### config.mk
export PLATFORM = sky130hd
export DESIGN_NAME = toggle_gen
export DESIGN_NICKNAME = d
export VERILOG_FILES = /design/src/rtl/toggle_gen_pkg.sv /design/src/rtl/toggle_gen_chan.sv /design/src/rtl/toggle_gen.sv
export SDC_FILE = /design/constraint.sdc
export NUM_CORES = 1
export LEC_CHECK = 0
export BUFFER_PORTS_ARGS = -buffer_cell sky130_fd_sc_hd__buf_4
export CAP_MARGIN = 25
export CORE_ASPECT_RATIO = 0.6
export CORE_MARGIN = 2
export CORE_UTILIZATION = 36
export DETAILED_ROUTE_END_ITERATION = 10
export GPL_ROUTABILITY_DRIVEN = 0
export PLACE_DENSITY = 0.5
export SLEW_MARGIN = 0
export SYNTH_ARGS = -nofsm -noshare
export SYNTH_HDL_FRONTEND = slang
export SYNTH_HIERARCHICAL = 1
export SYNTH_SLANG_ARGS = --single-unit
export TNS_END_PERCENT = 1
### constraint.sdc
create_clock -name iClk -period 4.05 [get_ports iClk]
set_input_delay 0 -clock iClk [delete_from_list [all_inputs] [get_ports iClk]]
set_output_delay 0 -clock iClk [all_outputs]
set_load 0.05 [all_outputs]
### src/rtl/toggle_gen_pkg.sv
`default_nettype none
// ============================================================================
// Module      : toggle_gen_pkg
// Description : Shared encodings for the multi-channel toggle/pulse generator.
//               Per-channel mode values and FSM state values.
// Revision    : 1.0 - initial release
// ============================================================================
package toggle_gen_pkg;

    // Channel operating modes, as presented on the iMode bus
    typedef enum logic [1:0] {
        MODE_RAW     = 2'd0,
        MODE_FREE    = 2'd1,
        MODE_BURST   = 2'd2,
        MODE_ONESHOT = 2'd3
    } mode_t;

    // Per-channel FSM states
    typedef enum logic [0:0] {
        ST_IDLE = 1'b0,
        ST_RUN  = 1'b1
    } state_t;

endpackage : toggle_gen_pkg
`default_nettype wire

### src/rtl/toggle_gen_chan.sv
`default_nettype none
// ============================================================================
// Module      : toggle_gen_chan
// Description : One toggle/pulse generator channel. Raw toggle, free-running
//               square wave, counted burst and one-shot pulse. Mode, phase
//               length and burst length are latched when the channel leaves
//               IDLE; input changes are ignored until it returns to IDLE.
// Ports       : iClk        - system clock
//               iRst_n      - synchronous active-low reset
//               iCE         - tick enable; all counting advances only on iCE
//               iEn         - channel enable; 0 forces IDLE with output low
//               iMode       - operating mode (see toggle_gen_pkg::mode_t)
//               iHalfPeriod - phase length in iCE ticks (0 treated as 1)
//               iBurstLen   - number of high phases in burst mode
//               iStart      - start strobe for burst / one-shot
//               oTSignal    - generated waveform (registered)
//               oBusy       - channel in RUN state (registered)
//               oDone       - one-cycle completion pulse (registered)
// Revision    : 1.0 - initial release
// ============================================================================
module toggle_gen_chan #(
    parameter int CNT_WIDTH   = 16,
    parameter int BURST_WIDTH = 8
) (
    input  logic                   iClk,
    input  logic                   iRst_n,
    input  logic                   iCE,
    input  logic                   iEn,
    input  logic [1:0]             iMode,
    input  logic [CNT_WIDTH-1:0]   iHalfPeriod,
    input  logic [BURST_WIDTH-1:0] iBurstLen,
    input  logic                   iStart,
    output logic                   oTSignal,
    output logic                   oBusy,
    output logic                   oDone
);
    import toggle_gen_pkg::*;

    localparam logic [CNT_WIDTH-1:0]   c_CNT_ONE   = CNT_WIDTH'(1);
    localparam logic [BURST_WIDTH-1:0] c_BURST_ONE = BURST_WIDTH'(1);

    state_t                 r_state;
    mode_t                  r_mode;
    logic [CNT_WIDTH-1:0]   r_heff;
    logic [BURST_WIDTH-1:0] r_blen;
    logic [CNT_WIDTH-1:0]   r_cnt;
    logic [BURST_WIDTH-1:0] r_pcnt;
    logic                   r_tsig;
    logic                   r_busy;
    logic                   r_done;

    mode_t                  w_mode_in;
    logic [CNT_WIDTH-1:0]   w_heff_in;
    logic                   w_phase_end;

    assign w_mode_in   = mode_t'(iMode);
    // A zero half-period would never terminate a phase, so clamp to one tick
    assign w_heff_in   = (iHalfPeriod == '0) ? c_CNT_ONE : iHalfPeriod;
    // r_heff is never zero, so the subtraction cannot underflow
    assign w_phase_end = iCE && (r_cnt == (r_heff - c_CNT_ONE));

    always_ff @(posedge iClk) begin
        if (!iRst_n) begin
            r_state <= ST_IDLE;
            r_mode  <= MODE_RAW;
            r_heff  <= c_CNT_ONE;
            r_blen  <= '0;
            r_cnt   <= '0;
            r_pcnt  <= '0;
            r_tsig  <= 1'b0;
            r_busy  <= 1'b0;
            r_done  <= 1'b0;
        end else begin
            r_done <= 1'b0;
            if (!iEn) begin
                // Disable aborts silently from any state
                r_state <= ST_IDLE;
                r_tsig  <= 1'b0;
                r_busy  <= 1'b0;
                r_cnt   <= '0;
                r_pcnt  <= '0;
            end else if (r_state == ST_IDLE) begin
                r_mode <= w_mode_in;
                r_heff <= w_heff_in;
                r_blen <= iBurstLen;
                r_cnt  <= '0;
                r_pcnt <= '0;
                case (w_mode_in)
                    MODE_RAW: begin
                        // Output is low in IDLE, so the first inversion is iCE
                        r_state <= ST_RUN;
                        r_busy  <= 1'b1;
                        r_tsig  <= iCE;
                    end
                    MODE_FREE: begin
                        r_state <= ST_RUN;
                        r_busy  <= 1'b1;
                        r_tsig  <= 1'b0;
                    end
                    MODE_BURST: begin
                        if (iStart) begin
                            if (iBurstLen == '0) begin
                                // Empty burst completes immediately
                                r_done <= 1'b1;
                            end else begin
                                r_state <= ST_RUN;
                                r_busy  <= 1'b1;
                                r_tsig  <= 1'b1;
                            end
                        end
                    end
                    MODE_ONESHOT: begin
                        if (iStart) begin
                            r_state <= ST_RUN;
                            r_busy  <= 1'b1;
                            r_tsig  <= 1'b1;
                        end
                    end
                    default: begin
                        r_state <= ST_IDLE;
                    end
                endcase
            end else begin
                // RUN: iStart is ignored here, so no retrigger is possible
                if (r_mode == MODE_RAW) begin
                    if (iCE) begin
                        r_tsig <= ~r_tsig;
                    end
                end else if (iCE) begin
                    if (w_phase_end) begin
                        r_cnt <= '0;
                        case (r_mode)
                            MODE_FREE: begin
                                r_tsig <= ~r_tsig;
                            end
                            MODE_BURST: begin
                                if (r_tsig) begin
                                    // High-to-low edge closes one pulse
                                    if ((r_pcnt + c_BURST_ONE) == r_blen) begin
                                        r_state <= ST_IDLE;
                                        r_busy  <= 1'b0;
                                        r_done  <= 1'b1;
                                        r_pcnt  <= '0;
                                    end else begin
                                        r_pcnt <= r_pcnt + c_BURST_ONE;
                                    end
                                    r_tsig <= 1'b0;
                                end else begin
                                    r_tsig <= 1'b1;
                                end
                            end
                            MODE_ONESHOT: begin
                                r_state <= ST_IDLE;
                                r_busy  <= 1'b0;
                                r_done  <= 1'b1;
                                r_tsig  <= 1'b0;
                            end
                            default: begin
                                r_tsig <= r_tsig;
                            end
                        endcase
                    end else begin
                        r_cnt <= r_cnt + c_CNT_ONE;
                    end
                end
            end
        end
    end

    assign oTSignal = r_tsig;
    assign oBusy    = r_busy;
    assign oDone    = r_done;

endmodule : toggle_gen_chan
`default_nettype wire

### src/rtl/toggle_gen.sv
`default_nettype none
// ============================================================================
// Module      : toggle_gen
// Description : Multi-channel toggle/pulse generator. Each channel is an
//               independent toggle_gen_chan; only the iCE tick is shared.
//               Channel k occupies slice k of every packed bus.
// Ports       : iClk        - system clock
//               iRst_n      - synchronous active-low reset
//               iCE         - shared tick enable
//               iEn         - per-channel enable              [CHANNELS]
//               iMode       - per-channel mode                [2*CHANNELS]
//               iHalfPeriod - per-channel phase length        [CNT_WIDTH*CHANNELS]
//               iBurstLen   - per-channel burst length        [BURST_WIDTH*CHANNELS]
//               iStart      - per-channel start strobe        [CHANNELS]
//               oTSignal    - generated waveforms             [CHANNELS]
//               oBusy       - channel running                 [CHANNELS]
//               oDone       - completion pulses               [CHANNELS]
// Revision    : 1.0 - initial release
// ============================================================================
module toggle_gen #(
    parameter int CHANNELS    = 4,
    parameter int CNT_WIDTH   = 16,
    parameter int BURST_WIDTH = 8
) (
    input  logic                            iClk,
    input  logic                            iRst_n,
    input  logic                            iCE,
    input  logic [CHANNELS-1:0]             iEn,
    input  logic [2*CHANNELS-1:0]           iMode,
    input  logic [CNT_WIDTH*CHANNELS-1:0]   iHalfPeriod,
    input  logic [BURST_WIDTH*CHANNELS-1:0] iBurstLen,
    input  logic [CHANNELS-1:0]             iStart,
    output logic [CHANNELS-1:0]             oTSignal,
    output logic [CHANNELS-1:0]             oBusy,
    output logic [CHANNELS-1:0]             oDone
);
    import toggle_gen_pkg::*;

    generate
        for (genvar k = 0; k < CHANNELS; k++) begin : g_chan
            toggle_gen_chan #(
                .CNT_WIDTH   (CNT_WIDTH),
                .BURST_WIDTH (BURST_WIDTH)
            ) u_chan (
                .iClk        (iClk),
                .iRst_n      (iRst_n),
                .iCE         (iCE),
                .iEn         (iEn[k]),
                .iMode       (iMode[2*k +: 2]),
                .iHalfPeriod (iHalfPeriod[CNT_WIDTH*k +: CNT_WIDTH]),
                .iBurstLen   (iBurstLen[BURST_WIDTH*k +: BURST_WIDTH]),
                .iStart      (iStart[k]),
                .oTSignal    (oTSignal[k]),
                .oBusy       (oBusy[k]),
                .oDone       (oDone[k])
            );
        end
    endgenerate

endmodule : toggle_gen
`default_nettype wire

==> results.ini, run 1 <==
[status]
status = completed

[yosys]
syn_nets = 1692
syn-cell-area_sq_mm = 0.0125
yosys_warnings = 6
synth_cells = 1565
synth-edff-count = 0
ys_async_sr_fraction = 0
synthDistinctLibCells = 85
syn_avg_cell_area_sq_um = 8.00
synth-seq-area-share = 0.345
synth-main-ff-cell = dfxtp_1
synth-seq-cells = 216

[drt]
detail-route-antenna-nets = 0
drt_pass1_iterations = 5
vias = 11939
drt-initial-drc-count = 642
wl_um = 37000
drc_errors = 0
drt-vias-per-instance = 5.30
wire_per_inst_um = 16.5

[sta]
finalSetupTns_ps = 0
slew_headroom = 0.380
hold_violations = 0
setup-violations-final = 0
slew_violations = 0
period_share = 0.925
fmax_mhz = 267
tightestPinTransition_ps = 928
fin_worst_skew_ps = 9.50
final.min_clock_period_ps = 3750
setup_ws_ps = 304
hold_ws_ps = 19.0
rsz0062_at_grt = false

[global_route]
grt_usage = 0.202
first_global_vias = 11211
grt_max_degree = 68
grt_pass1_wl_um = 60400
antenna_found_initial = 0
grt_remaining_overflow = 0

[clock_tree]
cts_max_path_buffers = 3
clk_pin_slew_worst_paths_ps = 60
cts_tree = built
root_buffer = clkbuf_16
cts.sinks = 216
clock_latency_ps = 540
post_cts_buffers = 0
h-tree-depth = 1
cts-buffers-inserted = 24

[critical_path]
rr_worst_depth = 10
cp.depth = 10
cp.required_ps = 4470
critPathArrivalTime_ps = 4160
max_stage_delay_ps = 590
cp_num_buf_inv = 2
critPathKind = flop to flop
rrSetupSlack_ps = 300
startpoint_type = flop
crit_chain = inv_1, ha_1, or3b_2, or4_1, xnor2_1, nor4_2, nand4_1, nor3_1, o32ai_1, dlygate4sd3_1
reg2reg_to = g_chan[2].u_chan/oBusy
crit_start = g_chan[2].u_chan/r_heff[0]
crit_end = g_chan[2].u_chan/oBusy
crit_family = simple AND/OR/NAND/NOR gates
cp_slowest_cell = dlygate4sd3_1
endpoint_kind = flop
cp_max_fo = 5
r2r_start = g_chan[2].u_chan/r_heff[0]

[finish]
drive_gt1_frac = 0.124
postLayoutCoreUtil = 0.465
finish.instance_area_sq_mm = 0.0158
area_growth_pct = 26.1
fin_nets = 1903
diodes = 0
instances_no_fill = 2251

[die]
chipWidth_um = 245
initial_utilization = 0.369
die-area_sq_mm = 0.0364
core_area_sq_mm = 0.0340
io_pins = 127
fp.dieH_um = 148
rows = 52

[power]
power.internal_mw = 3.81
seqPwrFrac = 0.436
p_comb_frac = 0.148
p_sw_frac = 0.272
p_clk_frac = 0.415
power_density_mw_per_mm2 = 332
finalPower_mw = 5.24
total_leakage_power_nw = 5.74
ir_drop_mv = 0.287
p_switching_mw = 1.43

[flow_run]
drv_cap = 0

[placement]
dp_hpwl_um = 26600
dpl_worst_slack_ps = 626
dpl.cell_count = 2090
placed_area_sq_mm = 0.0138
io_buffers = 126

[min_path]
hp-class = primary input to flop
min_from = iRst_n

==> cell type report <==
type / instances / area [sq um]
Tap cell: 459 / 574
Fill cell: 3481 / 18200
Inverter: 39 / 146
Multi-Input combinational cell: 1236 / 7740
Sequential cell: 216 / 4320
Clock buffer: 32 / 681
Timing Repair Buffer: 259 / 2240
Clock inverter: 10 / 92.6
==> flip-flops by register name, indices dropped and copies added (netlist names) <==
register	count
g_chan.u_chan/oDone	4
g_chan.u_chan/r_blen	32
g_chan.u_chan/r_heff	64
g_chan.u_chan/r_pcnt	32
g_chan.u_chan/oBusy	4
g_chan.u_chan/oTSignal	4
g_chan.u_chan/r_cnt	64
g_chan.u_chan/r_mode	8
g_chan.u_chan/r_state	4
==> power groups by stage <==
stage	Sequential (mW)	Combinational (mW)	Clock (mW)
finish	2.29	0.777	2.18
floorplan	2.32	0.433	0
global route	2.30	0.859	2.34
CTS	2.29	0.771	2.26
detailed placement	2.33	0.678	0
global placement	2.33	0.671	0
==> cells in the mapped netlist (29+ instances only) <==
library cell	number	share of area
nand2_1	274	0.082
dfxtp_1	216	0.35
nor2_1	118	0.035
a21boi_0	100	0.060
xor2_1	84	0.059
xnor2_1	82	0.057
nand3_1	72	0.029
clkbuf_1	58	0.017
inv_1	39	0.012
nor4_1	37	0.018
a21oi_1	33	0.013
nand4_1	33	0.016
nor3_1	31	0.012
o211ai_1	29	0.017
==> layout by cell type (no fill, tap or decap), types with 7 or more instances in the layout <==
| master | count |
|---|---|
| nor2_1 | 118 |
| o41ai_1 | 9 |
| o31ai_1 | 13 |
| xnor2_1 | 82 |
| and4_1 | 8 |
| a31oi_1 | 20 |
| nor3_1 | 31 |
| a211oi_1 | 8 |
| nand3b_1 | 12 |
| xor2_1 | 84 |
| clkbuf_16 | 24 |
| or3_1 | 12 |
| inv_1 | 39 |
| and2_1 | 17 |
| and3_1 | 21 |
| o21ai_1 | 8 |
| nand3_1 | 72 |
| ha_1 | 12 |
| nor3b_1 | 8 |
| nand2_1 | 274 |
| o21ai_0 | 25 |
| a21boi_0 | 100 |
| nand2b_1 | 7 |
| nor4_1 | 37 |
| dlygate4sd3_1 | 118 |
| a311oi_1 | 14 |
| a21oi_1 | 33 |
| buf_4 | 140 |
| or4_1 | 18 |
| dfxtp_1 | 216 |
| nor2b_1 | 15 |
| o211ai_1 | 29 |
| nand4_1 | 33 |
==> cell families (layout without fill, tap and decap cells) <==
family,Yosys count,in the layout,share of synthesized area
flip-flops,216,216,0.345
multiplexers,2,2,0.00170
buffers and inverters,113,340,0.0372
XOR/XNOR,167,167,0.117
AND/OR/NAND/NOR,730,730,0.293
AO/OA/AOI/OAI,325,325,0.194
adder cells (fa/ha/maj),12,12,0.0120
==> how the worst min path moves through the flow <==
stage | end | cells past startpoint
global placement | g_chan[2].u_chan/r_heff[6] | 3
detailed placement | g_chan[2].u_chan/r_heff[13] | 3
global route | g_chan[2].u_chan/r_blen[2] | 2
finish | g_chan[2].u_chan/r_blen[2] | 2
CTS | g_chan[2].u_chan/r_blen[5] | 2
floorplan | g_chan[3].u_chan/oDone | 2
==> routing by layer <==
layer	track usage	part of all wire	up-vias	wire, um
li1	-	-	6024	-
met1	0.314	0.53	5670	19700
met2	0.297	0.42	208	15400
met3	0.0278	0.039	37	1450
met4	0.0329	0.014	0	527
met5	0	0	-	0
==> timing repair <==
item	CTS	global route
resized for setup	0	1
setup endpoints to repair	0	1
hold buffers	118	0
hold endpoints to repair	121	0
Note: power is estimated with default switching activity, not from simulation.
==> inputs of run 2 (changes only) <==
==> constraint.sdc (replaced) <==
create_clock -name iClk -period 3.6 [get_ports iClk]
set_input_delay 0 -clock iClk [delete_from_list [all_inputs] [get_ports iClk]]
set_output_delay 0 -clock iClk [all_outputs]
set_load 0.05 [all_outputs]
==> run 2 against run 1 <==
  * Critical path depth did not move
  * Sequential cell count is the same
  * Critical path type unchanged
  * Sequential share of layout area decreased by 0.96 points
  * Worst setup slack got worse by 66 ps
  * Sequential power up 12%
  * Routed wire length is 1.5% higher
  * Fmax grew 11%
  * Critical endpoint is now g_chan[1].u_chan/oBusy
==> results.ini, run 2 (synthesis results as in run 1) <==
[power]
ir_drop_mv = 0.338  ; +18%
p_comb_frac = 0.146  ; -0.002
p_switching_mw = 1.60  ; +12%
power.internal_mw = 4.69  ; +23%
p_sw_frac = 0.255  ; -0.0177
total_leakage_power_nw = 6.07  ; +5.7%
power_density_mw_per_mm2 = 384  ; +16%
p_clk_frac = 0.445  ; +0.030
seqPwrFrac = 0.409  ; -0.027

[sta]
fin_worst_skew_ps = 8.40  ; -1.10 ps
slew_headroom = 0.370  ; -0.0100
period_share = 0.934  ; +0.00881
hold_violations = 0  ; unchanged
final.min_clock_period_ps = 3360  ; -384 ps
tightestPinTransition_ps = 936  ; +8.61 ps
fmax_mhz = 298  ; +11%
finalSetupTns_ps = 0  ; unchanged
slew_violations = 0  ; unchanged
setup-violations-final = 0  ; unchanged
rsz0062_at_grt = false

[finish]
fin_nets = 1950  ; +2.5%
instances_no_fill = 2300  ; +2.2%
final_cell_mix = nand2_1 (274), dfxtp_1 (216), dlygate4sd3_1 (153)
area_growth_pct = 30.7
reg_top3 = g_chan.u_chan/r_cnt (64), g_chan.u_chan/r_heff (64)
fillers = 3354  ; -3.6%
postLayoutCoreUtil = 0.482  ; +0.0169
diodes = 0  ; unchanged
layout_commonest_cell = nand2_1
finish.instance_area_sq_mm = 0.0164  ; +3.6%
drive_gt1_frac = 0.128  ; +0.00376

[placement]
dp_hpwl_um = 27000  ; +1.3%
dpl.cell_count = 2100  ; +0.48%
placed_area_sq_mm = 0.0139  ; +0.54%
io_buffers = 126  ; unchanged

[global_route]
grt_usage = 0.204  ; +0.00213
first_global_vias = 11521  ; +2.8%
grt_remaining_overflow = 0  ; unchanged
grt_max_degree = 50  ; -26%
antenna_found_initial = 0  ; unchanged
grt_pass1_wl_um = 61000  ; +1.0%

[critical_path]
crit_end = g_chan[1].u_chan/oBusy
cp.required_ps = 4010  ; -460 ps
cp_num_buf_inv = 2  ; unchanged
max_stage_delay_ps = 560  ; -30 ps
cp.depth = 10  ; unchanged
critPathKind = flop to flop
endpoint_kind = flop
startpoint_type = flop
crit_chain = inv_1, ha_1, or3b_2, or4_1, xnor2_1, nor4_2, nand4_1, nor3_2, o32ai_1, dlygate4sd3_1
rr_worst_depth = 10  ; unchanged
reg2reg_to = g_chan[1].u_chan/oBusy
crit_family = simple AND/OR/NAND/NOR gates
rrSetupSlack_ps = 240  ; -70 ps
r2r_start = g_chan[1].u_chan/r_heff[0]
critPathArrivalTime_ps = 3780  ; -380 ps
cp_slowest_cell = dlygate4sd3_1
crit_start = g_chan[1].u_chan/r_heff[0]
cp_max_fo = 5  ; unchanged

[clock_tree]
clk_pin_slew_worst_paths_ps = 60  ; about the same
root_buffer = clkbuf_16
cts_tree = built
cts.sinks = 216  ; unchanged
h-tree-depth = 1  ; unchanged
clock_latency_ps = 520  ; -20 ps
cts-buffers-inserted = 24  ; unchanged
cts_max_path_buffers = 3  ; unchanged

[drt]
wire_per_inst_um = 16.3  ; -0.65%
drt-initial-drc-count = 841  ; +31%
vias = 12131  ; +1.6%
drt_pass1_iterations = 5  ; unchanged
wl_um = 37600  ; +1.5%
drc_errors = 0  ; unchanged
detail-route-antenna-nets = 0  ; unchanged
drt-vias-per-instance = 5.27  ; -0.56%

[die]
io_pins = 127  ; unchanged
rows = 52  ; unchanged
chipWidth_um = 245  ; unchanged
initial_utilization = 0.369  ; unchanged
core_area_sq_mm = 0.0340  ; unchanged
die-area_sq_mm = 0.0364  ; unchanged
fp.dieH_um = 148  ; unchanged

[min_path]
hp-class = primary input to flop

[status]
status = completed

[flow_run]
drv_cap = 0  ; unchanged

## run 2: per-layer routing
layer,share of wire,vias up,GRT usage
met5,0,-,0
met4,0.016,0,0.0363
met3,0.047,45,0.0336
met2,0.41,302,0.295
met1,0.53,5662,0.316
li1,-,6122,-
## run 2: per-stage QoR
step / worst slack, ps / hold WS [ps] / power, mW
global placement: 486 / 276 / 3.39
finish: 239 / 68.0 / 6.29
CTS: 87.8 / 44.4 / 6.36
global route: 13.3 / 91.8 / 6.57
floorplan: 773 / 140 / 3.09
detailed placement: 390 / 280 / 3.39
## run 2: worst min-delay path by stage
stage,cells past startpoint,slack [ps],to,start
3_5_place_dp,3,280,g_chan[3].u_chan/r_blen[2],iBurstLen[26]
3_3_place_gp,3,280,g_chan[3].u_chan/r_blen[5],iBurstLen[29]
2_1_floorplan,2,140,g_chan[3].u_chan/oDone,iStart[3]
6_report,3,70,g_chan[2].u_chan/oBusy,iRst_n
5_1_grt,4,90,g_chan[0].u_chan/oTSignal,iCE
4_1_cts,4,40,g_chan[0].u_chan/oTSignal,iCE
## run 2: repair_timing
item	4_1_cts	5_1_grt
hold buffers	153	0
endpoints found under the setup margin	0	1
gates resized for setup	0	1
hold endpoints to repair	121	0
buffers inserted	0	2
## run 2: final cells by class
type,instances,area [sq um],share of cell area
multi-input cells,1236,7740,0.473
flip-flops and latches,216,4320,0.264
repair buffers,306,2680,0.164
clock buffers,36,737,0.0450
well taps,459,574,0.0351
clock inverters,8,165,0.0101
inverters,39,146,0.00894
## run 2: power by group through the flow
stage | Clock, mW | Sequential, mW | Combinational, mW
2_1_floorplan | 0 | 2.61 | 0.487
3_3_place_gp | 0 | 2.62 | 0.762
3_5_place_dp | 0 | 2.62 | 0.768
4_1_cts | 2.89 | 2.57 | 0.904
5_1_grt | 2.98 | 2.59 | 1.01
6_report | 2.80 | 2.57 | 0.918
## run 2: worst register-to-register path, stage by stage, from the launching register on
cell           delay (ps)
dfxtp_1               350
inv_1                  70
ha_1                  210
or3b_2                510
or4_1                 430
xnor2_1               150
nor4_2                330
nand4_1               270
nor3_2                260
o32ai_1               110
dlygate4sd3_1         560
